<file path="config.mk">
export PLATFORM = sky130hd
export DESIGN_NAME = tap_loader_flat
export DESIGN_NICKNAME = d
export VERILOG_FILES = /design/src/rtl/tap_loader_pkg.sv /design/src/rtl/tap_loader_if.sv /design/src/rtl/tap_loader.sv /design/src/flat_wrapper.sv
export SDC_FILE = /design/constraint.sdc
export NUM_CORES = 1
export LEC_CHECK = 0
export CORE_MARGIN = 5
export CORE_UTILIZATION = 50
export CTS_CLUSTER_DIAMETER = 50
export DETAILED_ROUTE_END_ITERATION = 16
export HOLD_SLACK_MARGIN = 0.08
export PLACE_DENSITY = 0.85
export SETUP_SLACK_MARGIN = 0.1
export SYNTH_ARGS = -nofsm -noshare
export SYNTH_HDL_FRONTEND = slang
export SYNTH_SLANG_ARGS = --single-unit
export TNS_END_PERCENT = 50
</file>
<file path="constraint.sdc">
create_clock -name i_clk -period 4.3 [get_ports i_clk]
set_input_delay 0.43 -clock i_clk [delete_from_list [all_inputs] [get_ports i_clk]]
set_output_delay 0.43 -clock i_clk [all_outputs]
set_load 0.01 [all_outputs]
</file>
<file path="src/rtl/tap_loader_pkg.sv">
// tap_loader_pkg: shared widths, defaults, FSM states and tap byte-slice helper
// Used by tap_loader and by the tap selector that consumes the committed buffer.
package tap_loader_pkg;
   localparam int TAP_W = 8;
   localparam logic [TAP_W-1:0] DEF_MAX_IDX = 8'h0f;
   typedef enum logic [1:0] {IDLE, LOAD, COMMIT} state_t;
   // tap i (1-based) occupies bits i*TAP_W-1 : i*TAP_W-TAP_W
   function automatic int tap_lsb(input int i);
      return i * TAP_W - TAP_W;
   endfunction
endpackage

</file>
<file path="src/rtl/tap_loader_if.sv">
// tap_loader_if: framed tap-index byte stream with valid/ready handshake
// Ports: start (open frame), byte_in/byte_valid (data), byte_ready (accept).
import tap_loader_pkg::*;
interface tap_loader_if;
   logic             start;
   logic [TAP_W-1:0] byte_in;
   logic             byte_valid;
   logic             byte_ready;
   modport master (output start, byte_in, byte_valid, input byte_ready);
   modport slave  (input start, byte_in, byte_valid, output byte_ready);
endinterface

</file>
<file path="src/rtl/tap_loader.sv">
// tap_loader: range-checks a frame of tap indices and commits it atomically
// Ports: i_clk/i_res (sync active-high), bus (byte stream slave),
// o_co_buf/o_co_valid (committed taps), o_busy, o_done, o_load_err, o_nlfsr_res.
import tap_loader_pkg::*;
module tap_loader #(
   parameter int               NUM_OF_TAPS = 15,
   parameter logic [TAP_W-1:0] MAX_IDX     = DEF_MAX_IDX
) (
   input  logic                         i_clk,
   input  logic                         i_res,
   tap_loader_if.slave                  bus,
   output logic [NUM_OF_TAPS*TAP_W-1:0] o_co_buf,
   output logic                         o_co_valid,
   output logic                         o_busy,
   output logic                         o_done,
   output logic                         o_load_err,
   output logic                         o_nlfsr_res
);
   localparam int CW = $clog2(NUM_OF_TAPS + 1);
   state_t                       r_state, w_next;
   logic [CW-1:0]                r_cnt, w_k;
   logic                         r_err, r_done, r_co_valid, r_load_err;
   logic [NUM_OF_TAPS*TAP_W-1:0] r_shadow, r_co_buf;
   logic                         w_ready, w_busy, w_xfer, w_last, w_bad;
   always_ff @(posedge i_clk)
      if (i_res) r_state <= IDLE;
      else       r_state <= w_next;
   always_comb
      w_next = (r_state == IDLE) ? (bus.start ? LOAD : IDLE) :
               (r_state == LOAD) ? (w_last ? COMMIT : LOAD) : IDLE;
   // start inside LOAD restarts the frame, so its byte becomes index 0
   always_comb begin
      w_ready = r_state == LOAD;
      w_busy  = r_state != IDLE;
      w_xfer  = w_ready & bus.byte_valid;
      w_k     = bus.start ? '0 : r_cnt;
      w_last  = w_xfer & (w_k == CW'(NUM_OF_TAPS - 1));
      w_bad   = bus.byte_in > MAX_IDX;
   end
   always_ff @(posedge i_clk)
      if (i_res) begin
         r_cnt      <= '0;
         r_err      <= 1'b0;
         r_shadow   <= '0;
         r_co_buf   <= '0;
         r_co_valid <= 1'b0;
         r_done     <= 1'b0;
         r_load_err <= 1'b0;
      end else begin
         r_done <= (r_state == COMMIT) & ~r_err;
         if (r_state == IDLE && bus.start) begin
            r_cnt      <= '0;
            r_err      <= 1'b0;
            r_load_err <= 1'b0;
         end
         if (w_ready) begin
            r_cnt <= w_xfer ? w_k + CW'(1) : w_k;
            r_err <= (r_err & ~bus.start) | (w_xfer & w_bad);
         end
         // first byte of a frame lands in the top tap
         if (w_xfer)
            r_shadow[tap_lsb(NUM_OF_TAPS - int'(w_k)) +: TAP_W] <= bus.byte_in;
         if (r_state == COMMIT && !r_err) begin
            r_co_buf   <= r_shadow;
            r_co_valid <= 1'b1;
         end
         if (r_state == COMMIT && r_err) r_load_err <= 1'b1;
      end
   assign bus.byte_ready = w_ready;
   assign o_busy         = w_busy;
   assign o_co_buf       = r_co_buf;
   assign o_co_valid     = r_co_valid;
   assign o_done         = r_done;
   assign o_nlfsr_res    = r_done;
   assign o_load_err     = r_load_err;
endmodule
</file>
<file path="src/flat_wrapper.sv">
// flat-port wrapper written by rule: the top's interface ports become plain ports
module tap_loader_flat 
#(
   parameter int               NUM_OF_TAPS = 15,
   parameter logic [TAP_W-1:0] MAX_IDX     = DEF_MAX_IDX
)
  (i_clk, i_res, o_co_buf, o_co_valid, o_busy, o_done, o_load_err, o_nlfsr_res, bus_start, bus_byte_in, bus_byte_valid, bus_byte_ready);
  tap_loader_if bus_i ();
  input  logic i_clk;
  input  logic i_res;
  output logic [NUM_OF_TAPS*TAP_W-1:0] o_co_buf;
  output logic o_co_valid;
  output logic o_busy;
  output logic o_done;
  output logic o_load_err;
  output logic o_nlfsr_res;
  input wire logic [$bits(bus_i.start)-1:0] bus_start;
  input wire logic [$bits(bus_i.byte_in)-1:0] bus_byte_in;
  input wire logic [$bits(bus_i.byte_valid)-1:0] bus_byte_valid;
  output wire logic [$bits(bus_i.byte_ready)-1:0] bus_byte_ready;
  assign bus_i.start = bus_start;
  assign bus_i.byte_in = bus_byte_in;
  assign bus_i.byte_valid = bus_byte_valid;
  assign bus_byte_ready = bus_i.byte_ready;
  tap_loader #(.NUM_OF_TAPS(NUM_OF_TAPS), .MAX_IDX(MAX_IDX)) u_core (.i_clk(i_clk), .i_res(i_res), .bus(bus_i), .o_co_buf(o_co_buf), .o_co_valid(o_co_valid), .o_busy(o_busy), .o_done(o_done), .o_load_err(o_load_err), .o_nlfsr_res(o_nlfsr_res));
endmodule
</file>
[Word-level counts from Yosys, hierarchy flattened]
Cells that the tools add are included.
Word-level totals
  flip-flop bits (word level): 250
  input port bits: 12
  output and inout bits: 126
  word-level logic and storage cells: 46
Operators by class
  $add $sub $neg: 4
  magnitude comparators: 1
  eq/ne operators: 3
  shifts and indexed selects: 2
  muxes and demuxes: 12
  bitwise logic cells: 8
  reduce and logical (&&, ||, !) cells: 8
Operator list (number)
  $bwmux W120: 1
  $shift A8 B33 Y120 const A: 1
  $shiftx A8 B33 Y120: 1
  $neg A32 Y33: 1
  $sub A32 B5 Y32 const B: 1
  $mux W4: 4
  $gt A8 B4 Y1 const B: 1
  $mux W2: 3
  $reduce_bool A2 Y1: 3
  $and A1 B1 Y1: 5
  $sub A4 B4 Y5 const A: 1
  $add A4 B1 Y4 const B: 1
  $eq A4 B4 Y1 const B: 1
  $mux W1: 4
  $logic_and A1 B1 Y1: 3
  $eq A2 B1 Y1 const B: 1
  $eq A2 B2 Y1 const B: 1
  $logic_not A2 Y1: 1
  $not A1 Y1: 2
  $logic_not A1 Y1: 1
  $or A1 B1 Y1: 1

[Depth between registers and ports, before layout]
  depth in word-level cells: 6
  mapped depth: 13
  depth with buffers taken out: 8

[Least setup slack after synthesis]
No wires, ideal clock.
  path kind: reg2reg
  start point: register u_core.r_cnt[1]
  end point: register u_core.r_shadow[72]
  library setup time: 0.121 ns
  arrival time: 2.647 ns
  data required time: 4.179 ns
  slack: 1.532 ns
  stages on the path, launching flop included: 10
  buffers on the path: 2
  period minus slack after synthesis: 2.768 ns
  cell sequence: dfxtp_1 -> clkbuf_1 -> nor2b_1 -> ha_1 -> or3b_1 -> a31oi_4 -> xnor2_1 -> buf_2 -> nand3_2 -> mux2_2
Between the ends
  word-level cells in the longest chain between the ends: 6
  elaborated cells between the ends (all ways): 7
  classes of those cells: add/sub (3); shift (2); mux (2)
RTL lines
  start: declaration: RTL line tap_loader.sv:21  | logic [CW-1:0] r_cnt, w_k;
  start signal: assignment: RTL line tap_loader.sv:57  | r_cnt <= w_xfer ? w_k + CW'(1) : w_k;
  $mux W4 *: RTL line tap_loader.sv:36  | w_k = bus.start ? '0 : r_cnt;
  $sub A4 B4 Y5 *: RTL line tap_loader.sv:62  | r_shadow[tap_lsb(NUM_OF_TAPS - int'(w_k)) +: TAP_W] <= bus.byte_in;
  $sub A32 B5 Y32 *: RTL line tap_loader_pkg.sv:9  | return i * TAP_W - TAP_W;
  $neg A32 Y33 *: RTL line tap_loader.sv:62
  $shiftx A8 B33 Y120 or $shift A8 B33 Y120 (tied branches): RTL line tap_loader.sv:62
  $bwmux W120 *: RTL line tap_loader.sv:62
  end signal: indexed assignment: RTL line tap_loader.sv:62
  end: declaration: RTL line tap_loader.sv:23  | logic [NUM_OF_TAPS*TAP_W-1:0] r_shadow, r_co_buf;
Every way passes the cells marked *; elsewhere a longest branch is shown, timed or not.
A chain may end at the register's enable or synchronous reset.

[Worst setup path in the final report]
  start point: input port bus_start
  end point: register u_core.r_shadow[46]
Between the ends
  word-level cells in the longest chain between the ends: 6
  elaborated cells between the ends (all ways): 7
  classes of those cells: add/sub (3); shift (2); mux (2)
RTL lines
  start: declaration: RTL line flat_wrapper.sv:17  | input wire logic [$bits(bus_i.start)-1:0] bus_start;
  $mux W4 *: RTL line tap_loader.sv:36
  $sub A4 B4 Y5 *: RTL line tap_loader.sv:62
  $sub A32 B5 Y32 *: RTL line tap_loader_pkg.sv:9
  $neg A32 Y33 *: RTL line tap_loader.sv:62
  $shiftx A8 B33 Y120 or $shift A8 B33 Y120 (tied branches): RTL line tap_loader.sv:62
  $bwmux W120 *: RTL line tap_loader.sv:62
Marked as above.

==> impl_metrics.ini <==
[run_status]
status = finished clean

[timing]
finClkSkew_ns = 0.0258
min_period_over_period = 0.756
relSlewSlack = 0.217
hold_viol = 0
worstMarginPinSlew_ns = 1.17
max_freq_mhz = 308
setup_viol = 0
holdWs_ns = 0.426
post-route-min-period_ns = 3.25
fin_setup_tns_ns = 0
rsz0062_at_grt = no
finalMaxSlewViolations = 0

[synthesis]
synth_most_common_cell = nand2_1
avgSynthCellArea_um2 = 8.82
ys_top_cells_by_area = dfxtp_1, nand2_1, mux2i_1
async_reset_ff_frac = 0
synth_top_flop_cell = dfxtp_1
yosysWarningCount = 0
synth-seq-cells = 250
ys_top_cells_by_count = nand2_1, dfxtp_1, a21oi_1, nand2b_1, mux2i_1
synth_edf_count = 0
yosysUniqueCellTypes = 62
yosysTopAreaCell = dfxtp_1
seq_area_frac_synth = 0.497
netlist_area_um2 = 10100
syn-num-nets = 1158
synth_top_area_share = 0.497
synth_cells = 1143

[critical_path]
arrival_ns = 3.70
crit_slowest_cell = and3_1
path_cells = clkdlybuf4s50_1 -> buf_4 -> nand2b_1 -> nor2_1 -> ha_1 -> or3b_2 -> o311ai_0 -> and2_1 -> and3_1 -> mux2i_1
required_ns = 4.75
start_kind = input pin
reg2reg_setup_slack_ns = 1.06
path_class = input pin to register
worstPathMaxFanout = 16
cpPeakStageDelay_ns = 0.55
end_kind = register

[cts]
cts_hold_buffers = 0
clockBufferDepth = 3
cts_root_buf = clkbuf_16
cts.sinks = 250
clock_latency_ns = 0.54
cts-buffers-inserted = 28
htree_levels = 1
cts-resized-gates = 0
postCtsSetupBuffers = 0
cts_tree = done
clk_pin_slew_worst_paths_ns = 0.06

[cells_and_area]
drive_gt1_frac = 0.0731
antenna-diode-count = 0
fillCellCount = 1695
areaGrowthSynthToFinish_pct = 24.1
multi_input_area_um2 = 4720
seq_area_um2 = 5000
nets = 1253

[floorplanning]
start_util = 0.503
core-area_um2 = 20000
die_y_um = 152
rows = 52
dieArea_um2 = 23100
io_pins = 138
die_x_um = 152

[pwr]
powerDensity_nw_per_um2 = 392
p_comb_frac = 0.027
switching_share = 0.212
ir_worst_vdd_uv = 304
switchingPower_uw = 1040
clock_power_share = 0.498
p_int_uw = 3860
p_leak_uw = 0.00438
p_seq_frac = 0.475

[detailed_routing]
drt-initial-drc-count = 597
drt_first_pass_iters = 5
via_per_inst = 5.34
wire_per_inst_um = 16.9
drc = 0
postRouteAntennaNets = 0
wl_um = 25800
dr_total_vias = 8154

[global_routing]
grt_overflow_total = 0
grt_antenna_before_repair = 0
grt_max_degree = 141
track_usage = 0.212
grt_pass1_wl_um = 41300
grt_pass1_vias = 7955

[place]
dpl.hpwl_um = 16800
port_buffers = 137
place.gp.congestion = 0.913

[flow_run]
maxCapViolCount = 0

[min_path]
holdCritPathClass = input pin to register
==> registers in the layout (all words and copies together) (netlist names) <==
signal and cells:
u_core.o_co_valid 1, u_core.o_co_buf 120, u_core.r_shadow 120, u_core.o_load_err 1, u_core.r_cnt 4, u_core.o_done 1
u_core.r_err 1, u_core.r_state 2
==> stage by stage <==
step | instance area [um^2] | total power, uW | util | std cells | worst slack (ns)
after floorplan | 10100 | 2460 | - | 1143 | 1.53
after global placement | 11500 | 2510 | 0.575 | 1478 | 0.642
after detailed placement | 11500 | 2510 | 0.575 | 1478 | 0.608
after CTS | 12500 | 4930 | 0.624 | 1528 | 1.06
after global routing | 12500 | 5040 | 0.624 | 1528 | 0.786
final | 12500 | 4900 | 0.624 | 1528 | 1.05
==> cells by family after synthesis <==
logic type,after synthesis,synth area share
AO/OA/AOI/OAI,186,0.108
XOR/XNOR,3,0.00335
adder cells (fa/ha/maj),3,0.00373
buffers and inverters,87,0.0359
flip-flops,250,0.497
multiplexers,104,0.104
AND/OR/NAND/NOR,510,0.249
==> area by class of cell <==
type / count / share of cell area
clock buffer: 42 / 0.0682
clock inverter: 8 / 0.00941
inverter: 4 / 0.00120
multi-input combinational: 806 / 0.377
sequential: 250 / 0.400
tap: 270 / 0.0270
timing repair buffer: 148 / 0.116
==> power by group through the flow <==
stage / sequential, uW / clock, uW / combinational, uW
global placement: 2380 / 0 / 132
CTS: 2330 / 2470 / 133
floorplan: 2370 / 0 / 85.3
detailed placement: 2380 / 0 / 132
finish: 2330 / 2440 / 134
global route: 2330 / 2570 / 142
==> per-layer routing <==
layer  up-vias  track usage  part of all wire
li1       3996            -                 -
met1      3882        0.281              0.44
met2       245        0.359              0.47
met3        31       0.0464             0.071
met4         0       0.0454             0.015
met5         -            0                 0
==> cells in the final DEF (no fill, tap or decap), types with 2 or more instances in the layout <==
cell type,netlist,routed
nand3_2,3,3
nand2_1,287,286
nor3_1,5,5
buf_4,1,11
o41ai_1,6,6
nor2_1,22,22
and3_1,3,3
inv_1,4,4
nor3b_1,2,2
o21ai_0,18,18
and4_1,2,2
xnor2_1,2,2
dfxtp_1,250,250
a21oi_1,134,134
nor3_2,2,2
bufinv_16,0,2
mux2i_1,97,97
nand4_1,12,12
mux2_2,7,7
clkdlybuf4s50_1,0,136
or2_2,2,2
inv_6,0,2
ha_1,3,3
nor2b_1,22,22
nand2b_1,116,116
clkbuf_1,64,4
a21boi_0,8,8
nand3_1,4,4
and3b_1,3,3
nor3_4,2,2
or3b_2,3,3
clkbuf_16,0,28
o41ai_2,2,2
nor4_1,3,3
o21ai_2,2,2
clkbuf_8,0,10
and2_1,7,6
nand3b_1,2,2
==> worst max-delay path, delay by kind of cell <==
kind,cells,cell delay [ns]
compound gates,1,0.12
mux,1,0.24
simple gates,5,1.84
buf+inv,2,0.66
fa+ha+maj,1,0.40
==> worst paths after layout <==
kind / startpoint / endpoint / cells past startpoint
worst max-delay path: bus_start / u_core.r_shadow[46]$_SDFFE_PP0P_ / 10
worst min-delay path: i_res / u_core.r_err$_SDFFE_PP0P_ / 2
worst max register to register: u_core.r_cnt[1]$_SDFFE_PP0P_ / u_core.r_shadow[108]$_SDFFE_PP0P_ / 8
worst min register to register: u_core.r_shadow[34]$_SDFFE_PP0P_ / u_core.o_co_buf[34]$_SDFFE_PP0P_ / 2
Note: power is estimated with default switching activity, not from simulation.
